File: src/rtl/mul_pkg.sv
// Shared types and defaults for the sequential shift-add multiplier.
package mul_pkg;

  localparam int unsigned MUL_WIDTH_DEFAULT = 32;

  typedef enum logic [1:0] {
    IDLE = 2'd0,
    CALC = 2'd1,
    DONE = 2'd2
  } mul_state_e;

endpackage

File: src/rtl/mul_seq.sv
// Radix-2 shift-add unsigned multiplier: WIDTH iterations per product, fixed latency,
// back-to-back starts accepted from the DONE cycle.
module mul_seq
  import mul_pkg::*;
#(
  parameter int unsigned WIDTH = MUL_WIDTH_DEFAULT
) (
  input  logic               sys_clk,
  input  logic               sys_rst_n,
  input  logic [WIDTH-1:0]   a,
  input  logic [WIDTH-1:0]   b,
  input  logic               enable,
  output logic               busy,
  output logic [2*WIDTH-1:0] product,
  output logic               done
);

  localparam int unsigned CW = $clog2(WIDTH + 1);
  localparam logic [CW-1:0] CNT_LAST = CW'(WIDTH - 1);

  mul_state_e         state_q, state_d;
  logic [WIDTH-1:0]   a_q, a_d;
  logic [WIDTH:0]     hi_q, hi_d;
  logic [WIDTH-1:0]   lo_q, lo_d;
  logic [CW-1:0]      cnt_q, cnt_d;
  logic [2*WIDTH-1:0] product_q, product_d;
  logic               busy_q, busy_d;
  logic               done_q, done_d;
  logic [WIDTH:0]     sum;

  // hi carries one extra bit so the add never loses its carry before the shift.
  always_comb begin
    state_d   = state_q;
    a_d       = a_q;
    hi_d      = hi_q;
    lo_d      = lo_q;
    cnt_d     = cnt_q;
    product_d = product_q;
    busy_d    = 1'b0;
    done_d    = 1'b0;
    sum       = hi_q + ({(WIDTH + 1){lo_q[0]}} & {1'b0, a_q});

    case (state_q)
      IDLE, DONE: begin
        if (enable) begin
          a_d     = a;
          hi_d    = '0;
          lo_d    = b;
          cnt_d   = '0;
          state_d = CALC;
          busy_d  = 1'b1;
        end else begin
          state_d = IDLE;
        end
      end
      CALC: begin
        hi_d  = {1'b0, sum[WIDTH:1]};
        lo_d  = {sum[0], lo_q[WIDTH-1:1]};
        cnt_d = cnt_q + CW'(1);
        if (cnt_q == CNT_LAST) begin
          state_d   = DONE;
          done_d    = 1'b1;
          product_d = {hi_d[WIDTH-1:0], lo_d};
        end else begin
          busy_d = 1'b1;
        end
      end
      default: begin
        state_d = IDLE;
      end
    endcase
  end

  always_ff @(posedge sys_clk or negedge sys_rst_n) begin
    if (!sys_rst_n) begin
      state_q   <= IDLE;
      a_q       <= '0;
      hi_q      <= '0;
      lo_q      <= '0;
      cnt_q     <= '0;
      product_q <= '0;
      busy_q    <= 1'b0;
      done_q    <= 1'b0;
    end else begin
      state_q   <= state_d;
      a_q       <= a_d;
      hi_q      <= hi_d;
      lo_q      <= lo_d;
      cnt_q     <= cnt_d;
      product_q <= product_d;
      busy_q    <= busy_d;
      done_q    <= done_d;
    end
  end

  assign busy    = busy_q;
  assign done    = done_q;
  assign product = product_q;

endmodule

File: config.mk
export PLATFORM = sky130hd
export DESIGN_NAME = mul_seq
export DESIGN_NICKNAME = d
export VERILOG_FILES = /design/src/rtl/mul_pkg.sv /design/src/rtl/mul_seq.sv
export SDC_FILE = /design/constraint.sdc
export NUM_CORES = 1
export LEC_CHECK = 0
export ABC_AREA = 1
export BUFFER_PORTS_ARGS = -buffer_cell sky130_fd_sc_hd__buf_2
export CAP_MARGIN = 0
export CORE_MARGIN = 4
export CORE_UTILIZATION = 50
export CTS_BUF_LIST = sky130_fd_sc_hd__clkbuf_8
export CTS_CLUSTER_DIAMETER = 150
export DETAILED_ROUTE_END_ITERATION = 10
export GPL_ROUTABILITY_DRIVEN = 0
export HOLD_SLACK_MARGIN = 0.1
export PLACE_DENSITY = 0.73
export SLEW_MARGIN = 20
export SYNTH_ARGS = -nofsm -noshare
export SYNTH_HDL_FRONTEND = slang
export SYNTH_SLANG_ARGS = --single-unit
export TNS_END_PERCENT = 1
File: constraint.sdc
create_clock -name sys_clk -period 3.63 [get_ports sys_clk]
set_input_delay 0.726 -clock sys_clk [delete_from_list [all_inputs] [get_ports sys_clk]]
set_output_delay 0.726 -clock sys_clk [all_outputs]
set_load 0.02 [all_outputs]
Yosys cells after proc, flatten, opt, wreduce, memory -nomap -nowiden. Index checks and enable logic that the tools add are counted.

Bits in registers: 171. Bits in latches: 0. RAM bits: 0. Bits in read-only memories: 0. Bits of input ports: 67. Output and inout bits: 66. Logic and storage cells: 36. Memories: 0.

Add/sub/neg operators: 2. $mul: 0. Divide/modulo/power cells: 0. $lt $le $gt $ge: 0. Equal/unequal tests: 5. Shift operators: 0. Muxes and demuxes: 14. Bitwise logic cells: 1. Reductions and logical operators: 6.

Operators by type and width (count): $pmux W33 S2 (1); $pmux W32 S2 (1); $add A33 B33 Y33 (1); $and A33 B32 Y33 (1); $mux W33 (1); $mux W32 (1); $pmux W6 S2 (1); $add A6 B1 Y6 const B (1); $eq A6 B5 Y1 const B (1); $mux W6 (1); $reduce_and A2 Y1 (3); $mux W1 (5); $ne A2 B2 Y1 const B (2); $pmux W2 S2 (1); $eq A2 B1 Y1 const B (1); $eq A2 B2 Y1 const B (1); $logic_not A2 Y1 (1); $mux W2 (1); $pmux W1 S2 (1); $reduce_bool A2 Y1 (1); $reduce_or A2 Y1 (1).

Longest topological paths before layout. Gate-level depths: netlist of run 1.

Depth in word-level cells: 4. Depth in mapped cells: 18. Mapped depth without buffers: 16.

Worst setup path after synthesis of run 1. OpenSTA, ideal clock, no wires.

Path kind: flip-flop to flip-flop. From: register lo_q[0]. To: register hi_q[27]. Library setup time: 0.118 ns. Arrival: 2.214 ns. Required time: 3.512 ns. Slack: 1.298 ns. Cell stages (with the launch flop): 18. Buffers on the path: 2. Clock period less this slack: 2.332 ns. Path through: dfrtp_1 > clkbuf_1 > clkbuf_1 > nand2_1 > inv_1 > ha_1 > inv_1 > fa_1 > inv_1 > nand3_1 > nand3_1 > nand3_1 > nand3_1 > nand2_1 > nand2_1 > nand2_1 > nand3_1 > nand2_1.

Word-level cells in the longest chain between the ends: 3.

Ends and longest elaborated chain: from (decl) (line mul_seq.sv:24) `logic [WIDTH-1:0] lo_q, lo_d;`; from (signal assigned) (line mul_seq.sv:88) `lo_q <= lo_d;`; $and A33 B32 Y33 (line mul_seq.sv:41) `sum = hi_q + ({(WIDTH + 1){lo_q[0]}} & {1'b0, a_q});`; $add A33 B33 Y33 (line mul_seq.sv:41); $pmux W33 S2 (line mul_seq.sv:43) `case (state_q)`; to (signal assigned) (line mul_seq.sv:87) `hi_q <= hi_d;`; to (decl) (line mul_seq.sv:23) `logic [WIDTH:0] hi_q, hi_d;`.

Every way passes these cells. A chain may end at the register's enable or synchronous reset.

Worst setup path in the final report of run 1.
From: register lo_q[0]. To: register product_q[60], in the netlist product[60].

Word-level cells in the longest chain between the ends: 2.

Ends and longest elaborated chain: $and A33 B32 Y33 (line mul_seq.sv:41); $add A33 B33 Y33 (line mul_seq.sv:41); to (signal assigned) (line mul_seq.sv:90) `product_q <= product_d;`; to (decl) (line mul_seq.sv:26) `logic [2*WIDTH-1:0] product_q, product_d;`.

Every way passes these cells.

==> results of run 1 <==
[cell families (layout without fill, tap and decap cells)]
family,count (synthesis),in the layout,synth area share (%)
AO/OA/AOI/OAI,123,123,8.50
AND/OR/NAND/NOR,669,669,29.0
XOR/XNOR,13,13,1.24
buffers and inverters,233,366,10.0
adder cells (fa/ha/maj),34,34,4.73
flip-flops,170,170,46.5
[metrics by stage]
step | power [mW] | std cells | utilization [%] | instance area, µm² | hold slack, ns
after floorplan | 6.75 | 1242 | - | 9150 | 0.430
after global placement | 8.00 | 1572 | 55.8 | 10000 | 0.454
after detailed placement | 8.13 | 1572 | 55.8 | 10000 | 0.463
after CTS | 9.61 | 1604 | 58.3 | 10500 | 0.192
after global routing | 10.4 | 1604 | 58.3 | 10500 | 0.211
final | 9.57 | 1604 | 58.3 | 10500 | 0.196
[flip-flops by register name, summed over array words and instances, names as in the netlist]
register  count
busy          1
hi_q         32
cnt_q         6
state_q       2
lo_q         32
done          1
product      64
a_q          32
[power groups by stage]
stage          Clock, mW  Combinational (mW)  Sequential [mW]
2_1_floorplan          0                3.47             3.29
3_3_place_gp           0                4.86             3.14
3_5_place_dp           0                4.99             3.14
4_1_cts             1.48                5.00             3.12
5_1_grt             1.56                5.68             3.21
6_report            1.45                5.00             3.12
[cells in the final DEF (no fill, tap or decap), types with 3 or more instances in the layout]
cell	n
nand2_1	535
inv_1	186
dfrtp_1	170
buf_2	131
nand3_1	63
nor2_1	48
ha_1	33
o221ai_1	30
o21ai_0	28
o21ai_1	25
a21oi_1	20
clkbuf_8	17
xnor2_1	11
buf_4	8
nor3_1	6
o21ai_2	6
clkinv_8	6
nand3b_1	5
inv_2	4
a31oi_1	4
nand4_1	4
inv_12	4
o21bai_1	3
inv_6	3
buf_12	3
[metal layers]
| layer | vias to the layer above | track usage [%] | share of wire (%) | routed length, µm |
|---|---|---|---|---|
| li1 | 4094 | - | - | - |
| met1 | 3758 | 32.2 | 45 | 10400 |
| met2 | 239 | 37.2 | 46 | 10600 |
| met3 | 43 | 4.53 | 6.6 | 1540 |
| met4 | 0 | 8.13 | 2.6 | 610 |
| met5 | - | 0 | 0 | 0 |
[worst max-delay path: cells and delay by family (launching register included)]
| kind | cells | cell delay [ns] |
|---|---|---|
| AOI/OAI and AO/OA | 1 | 0.26 |
| DFF | 1 | 0.57 |
| adders and majority gates | 1 | 0.29 |
| and+or+nand+nor | 9 | 0.87 |
| buffers and inverters | 3 | 0.50 |
[layout make-up]
cell class / count / share of cell area (%)
Timing Repair Buffer: 143 / 7.51
Clock buffer: 17 / 2.23
Inverter: 191 / 6.86
Multi-Input combinational cell: 839 / 38.0
Clock inverter: 15 / 2.02
Sequential cell: 170 / 40.6
Tap cell: 229 / 2.74
[worst max path at each step]
| stage | slack (ns) | from | cells after the start | to |
|---|---|---|---|---|
| global route | 0.79 | cnt_q[0] | 10 | product[38] |
| finish | 1.01 | lo_q[0] | 14 | product[60] |
| detailed placement | 1.08 | cnt_q[0] | 11 | product[39] |
| CTS | 1.05 | cnt_q[0] | 11 | product[39] |
| global placement | 1.14 | lo_q[0] | 15 | hi_q[27] |
| floorplan | 1.30 | lo_q[0] | 17 | hi_q[27] |
==> flow_metrics.py, run 1 <==
metrics = {
    "outcome": {
        "outcome": "complete, no violations",
    },
    "timing": {
        "maxClockFrequency_mhz": 382,
        "finalHoldViolCount": 0,
        "tns_ns": 0,
        "slew_headroom_pct": 55.8,
        "rsz0062_at_grt": "no",
        "setup_viol": 0,
        "post-route-period-util_pct": 72.0,
        "fin_crit_ns": 2.62,
        "finalClockSkew_ns": 0.0225,
        "setup_slack_ns": 1.01,
        "tightestPinTransition_ns": 0.661,
        "drv_slew": 0,
    },
    "synthesis": {
        "yosysUniqueCellTypes": 34,
        "async_reset_ff_share_pct": 100,
        "synth.most_common_cell": "nand2_1",
        "syn-num-nets": 1343,
        "syn_inst": 1242,
        "synth_common_cells": "nand2_1, inv_1, dfrtp_1, nand3_1, nor2_1",
        "synth_edf_count": 0,
        "ys_ff_latch": 170,
        "synth_ff_type": "dfrtp_1",
        "syn_area_mm2": 0.00915,
        "netlist_top_cells_area": "dfrtp_1, nand2_1, inv_1",
        "yosys_warnings": 0,
        "seq_area_frac_synth_pct": 46.5,
        "synth.avg_cell_area_um2": 7.37,
        "synth_top_area_share_pct": 46.5,
        "yosys.area.top_type": "dfrtp_1",
    },
    "final_layout": {
        "drive_gt1_share_pct": 14.0,
        "syn_to_final_growth_pct": 14.4,
        "fillers": 1707,
        "diodes": 0,
        "multi_input_area_mm2": 0.00398,
        "ff_latch_area_mm2": 0.00425,
        "final_nets": 1463,
    },
    "clock_network": {
        "ctsHtreeMaxLevel": 4,
        "cts_resized": 0,
        "clock_latency_ns": 0.48,
        "cts_setup_buffers": 0,
        "cts_hold_buffers": 0,
        "clockBufferDepth": 2,
        "cts_sinks": 170,
        "cts_tree": "yes",
        "path_clk_slew_ns": 0.11,
        "numCtsBuffers": 17,
        "root_buffer": "clkbuf_8",
    },
    "power_and_ir_drop": {
        "p_int_mw": 4.95,
        "switching_share_pct": 48.3,
        "netSwitchingPower_mw": 4.62,
        "seqPwrFrac_pct": 32.6,
        "ir_worst_vdd_mv": 0.584,
        "clkPwrFrac_pct": 15.2,
        "p_comb_share_pct": 52.2,
        "leakagePower_nw": 6.08,
        "power-per-cell-area_mw_per_mm2": 914,
    },
    "critical_path": {
        "critical_path_required_ns": 3.99,
        "cp_max_fo": 23,
        "reg2regPathDepth": 14,
        "reg2reg_to": "product[60]",
        "worstSetupEndpointType": "flip-flop",
        "rrSetupSlack_ns": 1.01,
        "critical_path_class": "flip-flop to flip-flop",
        "cpMostUsedCell": "nand2_1",
        "r2r-start": "lo_q[0]",
        "worst_path_largest_cell_delay_ns": 0.57,
        "startpoint_type": "flip-flop",
        "cp.arrival_ns": 2.98,
        "crit_path_top_delay_cell": "dfrtp_1",
        "crit_chain": "buf_4 -> nand2_1 -> inv_1 -> ha_1 -> nand2_1 -> inv_1 -> nand2_1 -> nand2_1 -> nand2_1 -> nand2_1 -> a21oi_1 -> nand3_1 -> nand3_1 -> nand2_1",
    },
    "route": {
        "ant_nets": 0,
        "drt_wl_total_mm": 23.2,
        "wl_per_cell_um": 14.5,
        "drt-pass1-iter-count": 6,
        "drc": 0,
        "post_drt_via_cell_ratio": 5.07,
        "drt_iter0_drc": 736,
        "vias": 8134,
    },
    "min_path": {
        "hp-class": "input port to asynchronous set/reset pin",
    },
    "global_route": {
        "grt_usage_pct": 23.3,
        "grt_max_degree": 72,
        "grt_pass1_wl_mm": 38.5,
        "antenna_found_initial": 0,
        "first_global_vias": 7931,
        "grt.overflow.total": 0,
    },
    "die": {
        "coreArea_mm2": 0.0180,
        "num_rows": 49,
        "die_x_um": 143,
        "pin_count": 133,
        "start_util_pct": 51.0,
        "die_h_um": 143,
        "die_area_mm2": 0.0205,
    },
    "placement": {
        "port_buffers": 132,
        "place_ws_ns": 1.08,
        "dp_hpwl_mm": 16.7,
    },
    "run": {
        "maxCapViolations": 0,
    },
}
Power figures use the tool's default switching activity.
==> inputs of run 2 (changes only) <==
Settings changed: PLACE_DENSITY 0.73 to 0.76.
Clock period 3.63 ns to 2.4 ns, I/O delays scaled along.
==> run 2 against run 1 <==
Effect of this change:
- via count is 2.8% higher
- critical endpoint is now product[57]
- global-route usage up 0.71 points
- cell count up 0.62%
- die area stayed put
==> flow_metrics.py, run 2 (synthesis results as in run 1) <==
metrics = {
    "global_route": {
        "antenna_found_initial": 2,
        "grt.overflow.total": 0,
        "grt_pass1_wl_mm": 39.5,
        "grt_usage_pct": 24.0,
        "first_global_vias": 8123,
        "grt_max_degree": 70,
    },
    "run": {
        "maxCapViolations": 0,
    },
    "power_and_ir_drop": {
        "power-per-cell-area_mw_per_mm2": 1390,
        "leakagePower_nw": 6.14,
        "ir_worst_vdd_mv": 0.815,
        "power_mw": 14.8,
    },
    "timing": {
        "finalClockSkew_ns": 0.0222,
        "slew_headroom_pct": 70.7,
        "setup_viol": 0,
        "fin_crit_ns": 2.33,
        "finalHoldViolCount": 0,
        "drv_slew": 0,
        "post-route-period-util_pct": 97.0,
        "whs_ns": 0.183,
        "tightestPinTransition_ns": 0.439,
        "rsz0062_at_grt": "yes",
        "maxClockFrequency_mhz": 430,
    },
    "critical_path": {
        "r2r-start": "lo_q[0]",
        "path_depth": 13,
        "critical_path_class": "flip-flop to flip-flop",
        "cpMostUsedCell": "nand2_1",
        "worstSetupEndpointType": "flip-flop",
        "critPathBufInv": 2,
        "critPathLaunch": "lo_q[0]",
        "rrSetupSlack_ns": 0.07,
        "crit_path_top_delay_cell": "dfrtp_1",
        "worst_path_largest_cell_delay_ns": 0.43,
        "crit_chain": "buf_6 -> nand2_1 -> inv_1 -> ha_1 -> nand2_1 -> nor2_1 -> nand2_1 -> nor2_1 -> nand2_1 -> nand3_1 -> nand2_1 -> nand3_1 -> nand2_1",
        "cp.arrival_ns": 2.70,
        "critical_path_required_ns": 2.78,
        "cp_max_fo": 16,
        "reg2reg_to": "product[57]",
        "startpoint_type": "flip-flop",
        "crit_family": "simple AND/OR/NAND/NOR gates",
        "reg2regPathDepth": 13,
    },
    "route": {
        "vias": 8359,
        "ant_nets": 0,
        "wl_per_cell_um": 14.9,
        "drt_iter0_drc": 812,
        "drt-pass1-iter-count": 6,
        "drt_wl_total_mm": 24.0,
        "post_drt_via_cell_ratio": 5.18,
        "drc": 0,
    },
    "clock_network": {
        "cts_setup_buffers": 0,
        "cts_tree": "yes",
        "clockBufferDepth": 2,
        "clock_latency_ns": 0.48,
        "path_clk_slew_ns": 0.10,
        "numCtsBuffers": 17,
        "cts_sinks": 170,
        "root_buffer": "clkbuf_8",
        "ctsHtreeMaxLevel": 4,
    },
    "final_layout": {
        "stdcell_count": 1614,
        "multi_input_area_mm2": 0.00409,
        "layout_common_cells": "nand2_1, inv_1, dfrtp_1",
        "syn_to_final_growth_pct": 16.6,
        "diodes": 0,
        "ff_latch_area_mm2": 0.00425,
        "final_common_cell": "nand2_1",
        "drive_gt1_share_pct": 16.2,
        "fillers": 1657,
        "final_nets": 1473,
        "fin_util_pct": 59.4,
        "largest_reg_flops": 64,
    },
    "placement": {
        "port_buffers": 132,
        "dp_hpwl_mm": 17.3,
        "dp.cells": 1581,
    },
    "die": {
        "coreArea_mm2": 0.0180,
        "start_util_pct": 51.0,
        "die_h_um": 143,
        "pin_count": 133,
        "die_x_um": 143,
        "die_area_mm2": 0.0205,
        "num_rows": 49,
    },
    "min_path": {
        "hold_end": "a_q[19]",
        "hold_depth": 3,
        "hp-start": "a[19]",
        "hp-class": "input port to flip-flop",
    },
    "outcome": {
        "outcome": "complete, no violations",
    },
}
-- run 2: worst max-delay path by stage --
stage,endpoint
2_1_floorplan,hi_q[27]
3_3_place_gp,product[60]
3_5_place_dp,hi_q[28]
4_1_cts,hi_q[28]
5_1_grt,product[59]
6_report,product[57]
-- run 2: per-stage QoR --
step / TNS (ns) / worst slack, ns / area [µm²]
2_1_floorplan: 0 / 0.0682 / 9150
5_1_grt: -0.343 / -0.0689 / 10700
4_1_cts: 0 / 0.0640 / 10600
3_5_place_dp: 0 / 0.0919 / 10100
3_3_place_gp: 0 / 0.126 / 10100
6_report: 0 / 0.0719 / 10700
-- run 2: power by group --
part           leakage (nW)  switching (mW)  internal [mW]
clock network         0.204            1.27          0.794
registers              2.00           0.652           4.09
logic                  3.94            5.23           2.80
total                  6.14            7.15           7.68
-- run 2: worst reg2reg max path, stage by stage (launching register included) --
cell     delay (ns)
dfrtp_1        0.43
buf_6          0.19
nand2_1        0.08
inv_1          0.04
ha_1           0.34
nand2_1        0.12
nor2_1         0.28
nand2_1        0.18
nor2_1         0.13
nand2_1        0.14
nand3_1        0.11
nand2_1        0.07
nand3_1        0.08
nand2_1        0.05
-- run 2: layout make-up --
class                      instances  share of cell area (%)
sequential                       170                    39.9
multi-input combinational        839                    38.3
timing repair buffer             153                    8.52
inverter                         191                    6.73
tap                              229                    2.68
clock buffer                      17                    2.19
clock inverter                    15                    1.68
-- run 2: timing repair --
item,4_1_cts,5_1_grt
endpoints found under the hold margin,43,0
hold buffers,1,0
setup endpoints to repair,0,39
gates resized for setup,0,24
-- run 2: layer usage --
| metal | GRT usage (%) | vias to the layer above | wire [µm] |
|---|---|---|---|
| li1 | - | 4105 | - |
| met4 | 9.02 | 4 | 773 |
| met3 | 6.32 | 65 | 1850 |
| met5 | 0 | - | 15 |
| met2 | 38.4 | 310 | 11000 |
| met1 | 31.8 | 3875 | 10400 |
